`config.mk`:
```
export PLATFORM = sky130hd
export DESIGN_NAME = sdram_arbiter_flat
export DESIGN_NICKNAME = d
export VERILOG_FILES = /design/src/rtl/sdram_pkg.sv /design/src/rtl/sdram_arbiter_if.sv /design/src/rtl/vid_pack16to32.sv /design/src/rtl/sdram_arbiter.sv /design/src/flat_wrapper.sv
export SDC_FILE = /design/constraint.sdc
export NUM_CORES = 1
export LEC_CHECK = 0
export BUFFER_PORTS_ARGS = -buffer_cell sky130_fd_sc_hd__buf_2
export CELL_PAD_IN_SITES_DETAIL_PLACEMENT = 0
export CELL_PAD_IN_SITES_GLOBAL_PLACEMENT = 1
export CORE_MARGIN = 3
export CORE_UTILIZATION = 36
export CTS_CLUSTER_DIAMETER = 120
export DETAILED_ROUTE_END_ITERATION = 16
export PLACE_DENSITY_LB_ADDON = 0.1
export SETUP_SLACK_MARGIN = 0.5
export SKIP_LAST_GASP = 1
export SLEW_MARGIN = 20
export SYNTH_ARGS = -nofsm -noshare
export SYNTH_HDL_FRONTEND = slang
export SYNTH_SLANG_ARGS = --single-unit
```
`constraint.sdc`:
```
create_clock -name clk -period 2.21 [get_ports clk]
set_input_delay 0.663 -clock clk [delete_from_list [all_inputs] [get_ports clk]]
set_output_delay 0.663 -clock clk [all_outputs]
set_load 0.01 [all_outputs]
```
`src/rtl/sdram_pkg.sv`:
```
// Shared definitions for the SDRAM command arbiter: command codes, the
// video region bit and default geometry of the video frame.
package sdram_pkg;

  typedef enum logic [1:0] {
    CMD_NOP   = 2'b00,
    CMD_WR256 = 2'b01,
    CMD_RD32  = 2'b10,
    CMD_RD256 = 2'b11
  } cmd_e;

  localparam logic VID_REGION        = 1'b1;
  localparam int   VID_WORDS_DEFAULT = 19200;  // 640*480*2/32 bursts per frame
  localparam int   VADR_W_DEFAULT    = 19;
  localparam int   CADR_W_DEFAULT    = 17;
  localparam int   SYS_ADDR_W        = 23;

endpackage : sdram_pkg

```
`src/rtl/sdram_arbiter_if.sv`:
```
// Command/data bus between the arbiter and the 16-bit SDRAM controller.
// The arbiter drives commands through the master modport; the controller
// side uses the slave modport.
interface sdram_arbiter_if;

  logic [1:0]  sys_cmd;
  logic [22:0] sys_addr;
  logic [1:0]  sys_cmd_ack;
  logic        sys_rd_data_valid;
  logic        sys_wr_data_valid;
  logic [15:0] sys_dout;

  modport master (
    output sys_cmd, sys_addr,
    input  sys_cmd_ack, sys_rd_data_valid, sys_wr_data_valid, sys_dout
  );

  modport slave (
    input  sys_cmd, sys_addr,
    output sys_cmd_ack, sys_rd_data_valid, sys_wr_data_valid, sys_dout
  );

endinterface : sdram_arbiter_if

```
`src/rtl/vid_pack16to32.sv`:
```
// Packs pairs of returned SDRAM halfwords into 32-bit vqueue words.
// The first halfword of a pair is held in a latch; the second completes
// the word and raises vq_we for a single cycle. clr drops a half-packed
// word (used for frame resynchronisation).
module vid_pack16to32 (
  input  logic        clk,
  input  logic        rst,
  input  logic        clr,
  input  logic        hw_valid,
  input  logic [15:0] hw_data,
  output logic [31:0] vq_data,
  output logic        vq_we
);

  logic        phase_r;
  logic [15:0] low_r;

  // Phase toggle, low-half latch and one-cycle write strobe.
  always_ff @(posedge clk or negedge rst) begin
    if (!rst) begin
      phase_r <= 1'b0;
      low_r   <= 16'h0000;
      vq_data <= 32'h0000_0000;
      vq_we   <= 1'b0;
    end else if (clr) begin
      phase_r <= 1'b0;
      vq_we   <= 1'b0;
    end else if (hw_valid) begin
      if (!phase_r) begin
        low_r   <= hw_data;
        phase_r <= 1'b1;
        vq_we   <= 1'b0;
      end else begin
        vq_data <= {hw_data, low_r};
        vq_we   <= 1'b1;
        phase_r <= 1'b0;
      end
    end else begin
      vq_we <= 1'b0;
    end
  end

endmodule : vid_pack16to32

```
`src/rtl/sdram_arbiter.sv`:
```
// Command arbiter between the SDRAM controller and its two clients
// (cache line fill/flush and video refill). Picks one command per cycle
// with video first, tracks the video burst address with frame wrap, and
// routes returned data either to the vqueue packer or to cache strobes.
// Optional build macro VID_VSYNC_RESYNC_EN adds a vsync input that
// restarts the video scan address on its rising edge.
module sdram_arbiter
  import sdram_pkg::*;
#(
  parameter int VID_WORDS = VID_WORDS_DEFAULT,
  parameter int VADR_W    = VADR_W_DEFAULT,
  parameter int CADR_W    = CADR_W_DEFAULT
) (
  input  logic              clk,
  input  logic              rst,
  input  logic              vid_en,
  input  logic              vid_low,
  input  logic              cache_wr_req,
  input  logic              cache_rd_req,
  input  logic [CADR_W-1:0] cache_waddr,
  input  logic [CADR_W-1:0] cache_raddr,
`ifdef VID_VSYNC_RESYNC_EN
  input  logic              vsync,
`endif
  sdram_arbiter_if.master   sys,
  output logic [31:0]       vq_data,
  output logic              vq_we,
  output logic              cache_wdata_stb,
  output logic              cache_rdata_stb,
  output logic [VADR_W-1:0] vid_adr
);

  cmd_e              cmd_r;
  cmd_e              cmd_nxt_s;
  logic              prev_nop_r;
  logic              crw_r;
  logic              ack_acc_s;
  logic              resync_s;
  logic [VADR_W-1:0] vid_adr_r;
  logic [VADR_W-1:0] vid_adr_nxt_s;
  logic [SYS_ADDR_W-1:0] addr_s;

`ifdef VID_VSYNC_RESYNC_EN
  logic vsync_q_r;

  // Remember last vsync level to detect its rising edge.
  always_ff @(posedge clk or negedge rst) begin
    if (!rst) begin
      vsync_q_r <= 1'b0;
    end else begin
      vsync_q_r <= vsync;
    end
  end

  assign resync_s = vsync & ~vsync_q_r;
`else
  assign resync_s = 1'b0;
`endif

  // Fixed-priority command selection: video refill, write-back, line fill.
  always_comb begin
    cmd_nxt_s = CMD_NOP;
    if (vid_en && vid_low) begin
      cmd_nxt_s = CMD_RD32;
    end else if (cache_wr_req) begin
      cmd_nxt_s = CMD_WR256;
    end else if (cache_rd_req) begin
      cmd_nxt_s = CMD_RD256;
    end else begin
      cmd_nxt_s = CMD_NOP;
    end
  end

  // Registered command, re-evaluated every cycle.
  always_ff @(posedge clk or negedge rst) begin
    if (!rst) begin
      cmd_r <= CMD_NOP;
    end else begin
      cmd_r <= cmd_nxt_s;
    end
  end

  // Word address for the command currently presented to the controller.
  always_comb begin
    addr_s = {SYS_ADDR_W{1'b0}};
    case (cmd_r)
      CMD_WR256: addr_s = {cache_waddr, 6'b00_0000};
      CMD_RD32:  addr_s = {VID_REGION, vid_adr_r, 3'b000};
      CMD_RD256: addr_s = {cache_raddr, 6'b00_0000};
      CMD_NOP:   addr_s = {SYS_ADDR_W{1'b0}};
      default:   addr_s = {SYS_ADDR_W{1'b0}};
    endcase
  end

  assign sys.sys_cmd  = cmd_r;
  assign sys.sys_addr = addr_s;

  // An ack counts only on the cycle it rises out of nop, so a held ack
  // is taken once.
  assign ack_acc_s = prev_nop_r && (sys.sys_cmd_ack != 2'b00);

  // Next video burst index: wrap at end of frame, vsync edge overrides.
  always_comb begin
    vid_adr_nxt_s = vid_adr_r;
    if (resync_s) begin
      vid_adr_nxt_s = {VADR_W{1'b0}};
    end else if (ack_acc_s && (sys.sys_cmd_ack == CMD_RD32)) begin
      if (vid_adr_r == VADR_W'(VID_WORDS - 1)) begin
        vid_adr_nxt_s = {VADR_W{1'b0}};
      end else begin
        vid_adr_nxt_s = vid_adr_r + VADR_W'(1);
      end
    end else begin
      vid_adr_nxt_s = vid_adr_r;
    end
  end

  // Ack history, data routing owner (crw) and video address registers.
  always_ff @(posedge clk or negedge rst) begin
    if (!rst) begin
      prev_nop_r <= 1'b1;
      crw_r      <= 1'b0;
      vid_adr_r  <= {VADR_W{1'b0}};
    end else begin
      prev_nop_r <= (sys.sys_cmd_ack == 2'b00);
      vid_adr_r  <= vid_adr_nxt_s;
      if (ack_acc_s) begin
        crw_r <= (sys.sys_cmd_ack != CMD_RD32);
      end else begin
        crw_r <= crw_r;
      end
    end
  end

  assign vid_adr         = vid_adr_r;
  assign cache_wdata_stb = crw_r & sys.sys_rd_data_valid;
  assign cache_rdata_stb = crw_r & sys.sys_wr_data_valid;

  vid_pack16to32 u_pack (
    .clk      (clk),
    .rst      (rst),
    .clr      (resync_s),
    .hw_valid (~crw_r & sys.sys_rd_data_valid),
    .hw_data  (sys.sys_dout),
    .vq_data  (vq_data),
    .vq_we    (vq_we)
  );

endmodule : sdram_arbiter
```
`src/flat_wrapper.sv`:
```
// flat-port wrapper written by rule: the top's interface ports become plain ports
module sdram_arbiter_flat import sdram_pkg::*;
#(
  parameter int VID_WORDS = VID_WORDS_DEFAULT,
  parameter int VADR_W    = VADR_W_DEFAULT,
  parameter int CADR_W    = CADR_W_DEFAULT
)
  (clk, rst, vid_en, vid_low, cache_wr_req, cache_rd_req, cache_waddr, cache_raddr, vq_data, vq_we, cache_wdata_stb, cache_rdata_stb, vid_adr, sys_sys_cmd, sys_sys_addr, sys_sys_cmd_ack, sys_sys_rd_data_valid, sys_sys_wr_data_valid, sys_sys_dout);
  sdram_arbiter_if sys_i ();
  input  logic clk;
  input  logic rst;
  input  logic vid_en;
  input  logic vid_low;
  input  logic cache_wr_req;
  input  logic cache_rd_req;
  input  logic [CADR_W-1:0] cache_waddr;
  input  logic [CADR_W-1:0] cache_raddr;
  output logic [31:0] vq_data;
  output logic vq_we;
  output logic cache_wdata_stb;
  output logic cache_rdata_stb;
  output logic [VADR_W-1:0] vid_adr;
  output wire logic [$bits(sys_i.sys_cmd)-1:0] sys_sys_cmd;
  output wire logic [$bits(sys_i.sys_addr)-1:0] sys_sys_addr;
  input wire logic [$bits(sys_i.sys_cmd_ack)-1:0] sys_sys_cmd_ack;
  input wire logic [$bits(sys_i.sys_rd_data_valid)-1:0] sys_sys_rd_data_valid;
  input wire logic [$bits(sys_i.sys_wr_data_valid)-1:0] sys_sys_wr_data_valid;
  input wire logic [$bits(sys_i.sys_dout)-1:0] sys_sys_dout;
  assign sys_sys_cmd = sys_i.sys_cmd;
  assign sys_sys_addr = sys_i.sys_addr;
  assign sys_i.sys_cmd_ack = sys_sys_cmd_ack;
  assign sys_i.sys_rd_data_valid = sys_sys_rd_data_valid;
  assign sys_i.sys_wr_data_valid = sys_sys_wr_data_valid;
  assign sys_i.sys_dout = sys_sys_dout;
  sdram_arbiter #(.VID_WORDS(VID_WORDS), .VADR_W(VADR_W), .CADR_W(CADR_W)) u_core (.clk(clk), .rst(rst), .vid_en(vid_en), .vid_low(vid_low), .cache_wr_req(cache_wr_req), .cache_rd_req(cache_rd_req), .cache_waddr(cache_waddr), .cache_raddr(cache_raddr), .sys(sys_i), .vq_data(vq_data), .vq_we(vq_we), .cache_wdata_stb(cache_wdata_stb), .cache_rdata_stb(cache_rdata_stb), .vid_adr(vid_adr));
endmodule
```
Word level (Yosys, flattened, before mapping) --
Index checks and enable logic that the tools add are counted. W data, S select, Z words.
Cells by class: bitwise operators 5, eq/ne operators 6, multiplexer cells 8, reductions and logical operators 8, $add $sub $neg 1
Operator list (count):
- $pmux W23 S4 | 1
- $add A19 B1 Y19 const B | 1
- $eq A19 B15 Y1 const B | 1
- $mux W19 | 1
- $eq A2 B2 Y1 const B | 3
- $mux W2 | 3
- $logic_not A2 Y1 | 2
- $reduce_and A2 Y1 | 2
- $and A1 B1 Y1 | 3
- $logic_and A1 B1 Y1 | 3
- $mux W1 | 3
- $eq A2 B1 Y1 const B | 1
- $ne A2 B2 Y1 const B | 1
- $not A1 Y1 | 2
- $reduce_bool A2 Y1 | 1
Word-level totals: flip-flop bits (word level) 73, output and inout port bits 79

Longest topological paths before layout --
depth in word-level cells 3, depth in mapped cells 5, depth with buffers taken out 5

Hierarchy --
A second synthesis with hierarchy kept.
Unflattened totals: cells, all modules 261, area total of the unflattened synthesis 3387.0 µm²
Modules (own cells, without submodules):
- vid_pack16to32 | cells each 107, area an instance 1879.3 µm², instances 1
- sdram_arbiter | cells each 154, area an instance 1507.7 µm², instances 1

Least setup slack after synthesis --
OpenSTA, ideal clock, no wires.
path type register to output, start register u_core.cmd_r[1] (netlist: u_core.sys.sys_cmd[1]), end output sys_sys_addr[10], data required time 1547 ps, cell stages (with the launch flop) 5, path slack 192 ps, arrival time 1355 ps, cells stage by stage dfrtp_1 > buf_2 > buf_2 > mux2_2 > a22o_1
Between the ends: longest elaborated chain between the ends 2, elaborated cells on any way between the ends 5, classes of those cells eq/ne (3); mux (1); reduce/logical (1)
RTL lines:
- from (decl) | line sdram_arbiter.sv:33 | cmd_e cmd_r;
- from (signal assigned) | line sdram_arbiter.sv:79 | cmd_r <= cmd_nxt_s;
- $eq A2 B2 Y1 (tied with other cells) | line sdram_arbiter.sv:86 | case (cmd_r)
- $pmux W23 S4 * | line sdram_arbiter.sv:86
- to (decl) | line flat_wrapper.sv:24 | output wire logic [$bits(sys_i.sys_addr)-1:0] sys_sys_addr;
Mark *: on every way between the ends. The rest lies on a longest branch, timed or not. The select of a mux whose other input is x is not followed.

Final worst setup path --
start register u_core.cmd_r[1] (netlist: u_core.sys.sys_cmd[1]), end output sys_sys_addr[8]
Same word-level chain as after synthesis.

==> flow_metrics.py <==
metrics = {
    "worst_setup_path": {
        "slowest_stage": "dfrtp_1",
        "crit_required_ps": 1550,
        "start_kind": "register",
        "reg2reg_slack_ps": 650,
        "crit_arrival_ps": 1570,
        "crit_family": "buffers and inverters",
        "worst-path-max-fanout": 20,
        "path_class": "register to output pin",
        "crit_path_max_incr_delay_ps": 400,
        "cp-end-kind": "output pin",
        "crit_chain": "buf_12, nor2b_4, buf_6, a22o_1, buf_2",
        "crit_buf_inv": 3,
    },
    "die": {
        "core_area_mm2": 0.00893,
        "dieArea_mm2": 0.0106,
        "ios": 139,
        "rows": 34,
        "start_util_pct": 38.1,
        "die_h_um": 103,
        "die_w_um": 103,
    },
    "timing": {
        "fin_crit_sh_pct": 101,
        "fmax_mhz": 448,
        "slew_violations": 0,
        "setup_slack_ps": -22.8,
        "min_period_ps": 2230,
        "setup_violations": 12,
        "hold_viol_final": 0,
        "fin_setup_tns_ps": -125,
        "skew_ps": 11.7,
        "grt_setup_unrepaired": "true",
    },
    "cts": {
        "cts_tree": "done",
        "clock-sinks": 73,
        "hold_buffers": 0,
        "clk_pin_slew_ps": 80,
        "insertion_delay_ps": 340,
        "h-tree-depth": 3,
        "numCtsBuffers": 9,
        "cts_buffer_depth": 2,
        "root_buffer": "clkbuf_8",
    },
    "grt": {
        "grtUsageTotal_pct": 16.6,
        "grt_max_degree": 41,
        "grt_pass1_vias": 2809,
        "antenna_found_initial": 0,
        "grt_pass1_wl_um": 13900,
        "overflow": 0,
    },
    "yosys": {
        "yosys-top-cells-area": "dfrtp_1 53%, nand2_1 11%, mux2_2 11%, a22o_1 4.4%, xnor2_1 3.3%",
        "synth-seq-cells": 73,
        "synth_top_area_share_pct": 53.0,
        "mappedNetlistArea_mm2": 0.00340,
        "synth_area_per_cell_um2": 10.4,
        "yosys.area.top_type": "dfrtp_1",
        "ys.flop_type": "dfrtp_1",
        "postSynthCellCount": 326,
        "synth.distinct_cells": 41,
        "ys.warnings.count": 0,
        "synth_seq_area_share_pct": 53.8,
        "synth_common_cells": "103 x nand2_1, 72 x dfrtp_1, 32 x mux2_2",
        "synth-edff-count": 0,
        "synthArstFlopShare_pct": 100,
        "synth_most_common_cell": "nand2_1",
    },
    "worst_hold_path": {
        "hold_class": "input port to asynchronous set/reset pin",
    },
    "power": {
        "leakage_nw": 2.55,
        "vdd_drop_max_uv": 481,
        "power.density_mw_per_mm2": 1020,
    },
    "detailed_routing": {
        "firstDrtPassIters": 4,
        "ant_nets": 0,
        "drc_errors": 0,
        "avgRoutedWirePerCell_um": 14.7,
        "drt-total-wl_um": 8640,
        "dr_total_vias": 2851,
        "drtIter0Drc": 74,
        "via_per_inst": 4.85,
    },
    "run_status": {
        "failed_checks": "setup timing",
        "status": "finished, violations left",
    },
    "cells_and_area": {
        "fillers": 849,
        "final_nets": 536,
        "ff_latch_area_mm2": 0.00184,
        "multi_input_area_mm2": 0.00153,
        "drive_above_1_share_pct": 47.1,
        "area_growth_pct": 39.5,
        "diodes": 0,
        "final_util_pct": 53.1,
    },
    "placed_design": {
        "portBuffers": 135,
        "dp.final_hpwl_um": 6020,
        "place.gp.congestion": 0.777,
    },
    "run": {
        "maxCapViolCount": 0,
    },
}
==> kinds of logic (layout without fill, tap and decap cells) <==
logic type	count (synthesis)	in the layout	share of synthesized area, %
other	1	3	0.110
adders and majority gates	1	1	0.368
DFF	73	73	53.8
muxes	32	32	10.6
and+or+nand+nor	150	150	21.2
buffers and inverters	24	176	3.53
xor gates and xnor gates	15	15	3.86
AOI/OAI and AO/OA	30	30	6.62
==> metal layers <==
metal	wire, µm	vias up	GRT usage (%)
met5	0	-	0
met4	29	0	2.49
met3	487	2	5.23
met2	4130	89	26.8
met1	4000	1354	22.6
li1	-	1406	-
==> area by class of cell <==
| type | instances | share of cell area (%) |
|---|---|---|
| clock buffers | 10 | 2.69 |
| inverters | 6 | 0.475 |
| repair buffers | 154 | 20.1 |
| flip-flops and latches | 73 | 38.8 |
| well taps | 108 | 2.85 |
| clock inverters | 6 | 2.90 |
| multi-input cells | 231 | 32.2 |
==> registers in the layout (all words and copies together), names as in the netlist <==
signal / flops
u_core.u_pack.vq_data: 32
u_core.vid_adr: 19
u_core.u_pack.low_r: 16
u_core.sys.sys_cmd: 2
u_core.crw_r: 1
u_core.prev_nop_r: 1
u_core.u_pack.phase_r: 1
u_core.u_pack.vq_we: 1
==> where the power goes <==
part / switching, mW / internal, mW
sequential: 0.266 / 1.80
combinational: 0.707 / 0.679
clock: 0.501 / 0.871
total: 1.47 / 3.35
==> worst register-to-register path: stages (launching register included) <==
cell and delay [ps]:
dfstp_2 570, nand3b_4 120, nor4_4 440, nand4_1 170, xnor2_1 150
==> path summary, 6_finish.rpt <==
| path | from | end | depth (start not counted) |
|---|---|---|---|
| hold / removal | rst | u_core.u_pack.vq_data[14]$_DFFE_PN0P_ | 1 |
| setup reg to reg | u_core.prev_nop_r$_DFF_PN1_ | u_core.vid_adr[15]$_DFFE_PN0P_ | 4 |
| max in group asynchronous | rst | u_core.vid_adr[8]$_DFFE_PN0P_ | 2 |
| hold reg to reg | u_core.u_pack.low_r[8]$_DFFE_PN0P_ | u_core.u_pack.vq_data[8]$_DFFE_PN0P_ | 2 |
| min in group clk | u_core.u_pack.low_r[8]$_DFFE_PN0P_ | u_core.u_pack.vq_data[8]$_DFFE_PN0P_ | 2 |
| setup / recovery | u_core.sys.sys_cmd[1]$_DFF_PN0_ | sys_sys_addr[8] | 5 |
==> cells in the final DEF (no fill, tap or decap), types with 2 or more instances in the layout <==
cell / instances
conb_1: 3
dfrtp_1: 63
nor2_2: 2
a22o_1: 17
mux2_2: 24
and3_1: 3
buf_16: 2
and2_1: 6
buf_4: 9
nand2_1: 103
xor2_1: 2
nor2_1: 7
xnor2_1: 13
mux2_4: 8
nand4_1: 6
inv_1: 6
nand3_1: 5
buf_6: 7
nor3_4: 2
buf_12: 4
bufinv_16: 4
nor3_1: 2
a31o_2: 2
o21ai_0: 6
a21oi_1: 3
dfrtp_2: 9
buf_2: 131
clkbuf_8: 9
==> timing repair <==
item	in CTS	in global routing
cloned	3	0
hold endpoints to repair	0	0
buffers inserted	4	3
pin swaps	4	4
resized for setup	16	13
endpoints found under the setup margin	33	41
==> through the flow <==
step           setup WS, ps  cell area (µm²)  total power, mW  hold slack [ps]  std cells
2_1_floorplan           355             3460             2.83              367        328
3_3_place_gp            218             4260             3.40              442        562
5_1_grt                -109             4740             5.18              206        588
3_5_place_dp            216             4260             3.44              444        562
4_1_cts               -53.5             4670             4.89              207        585
6_report              -22.8             4740             4.82              212        588
Power figures use the tool's default switching activity.
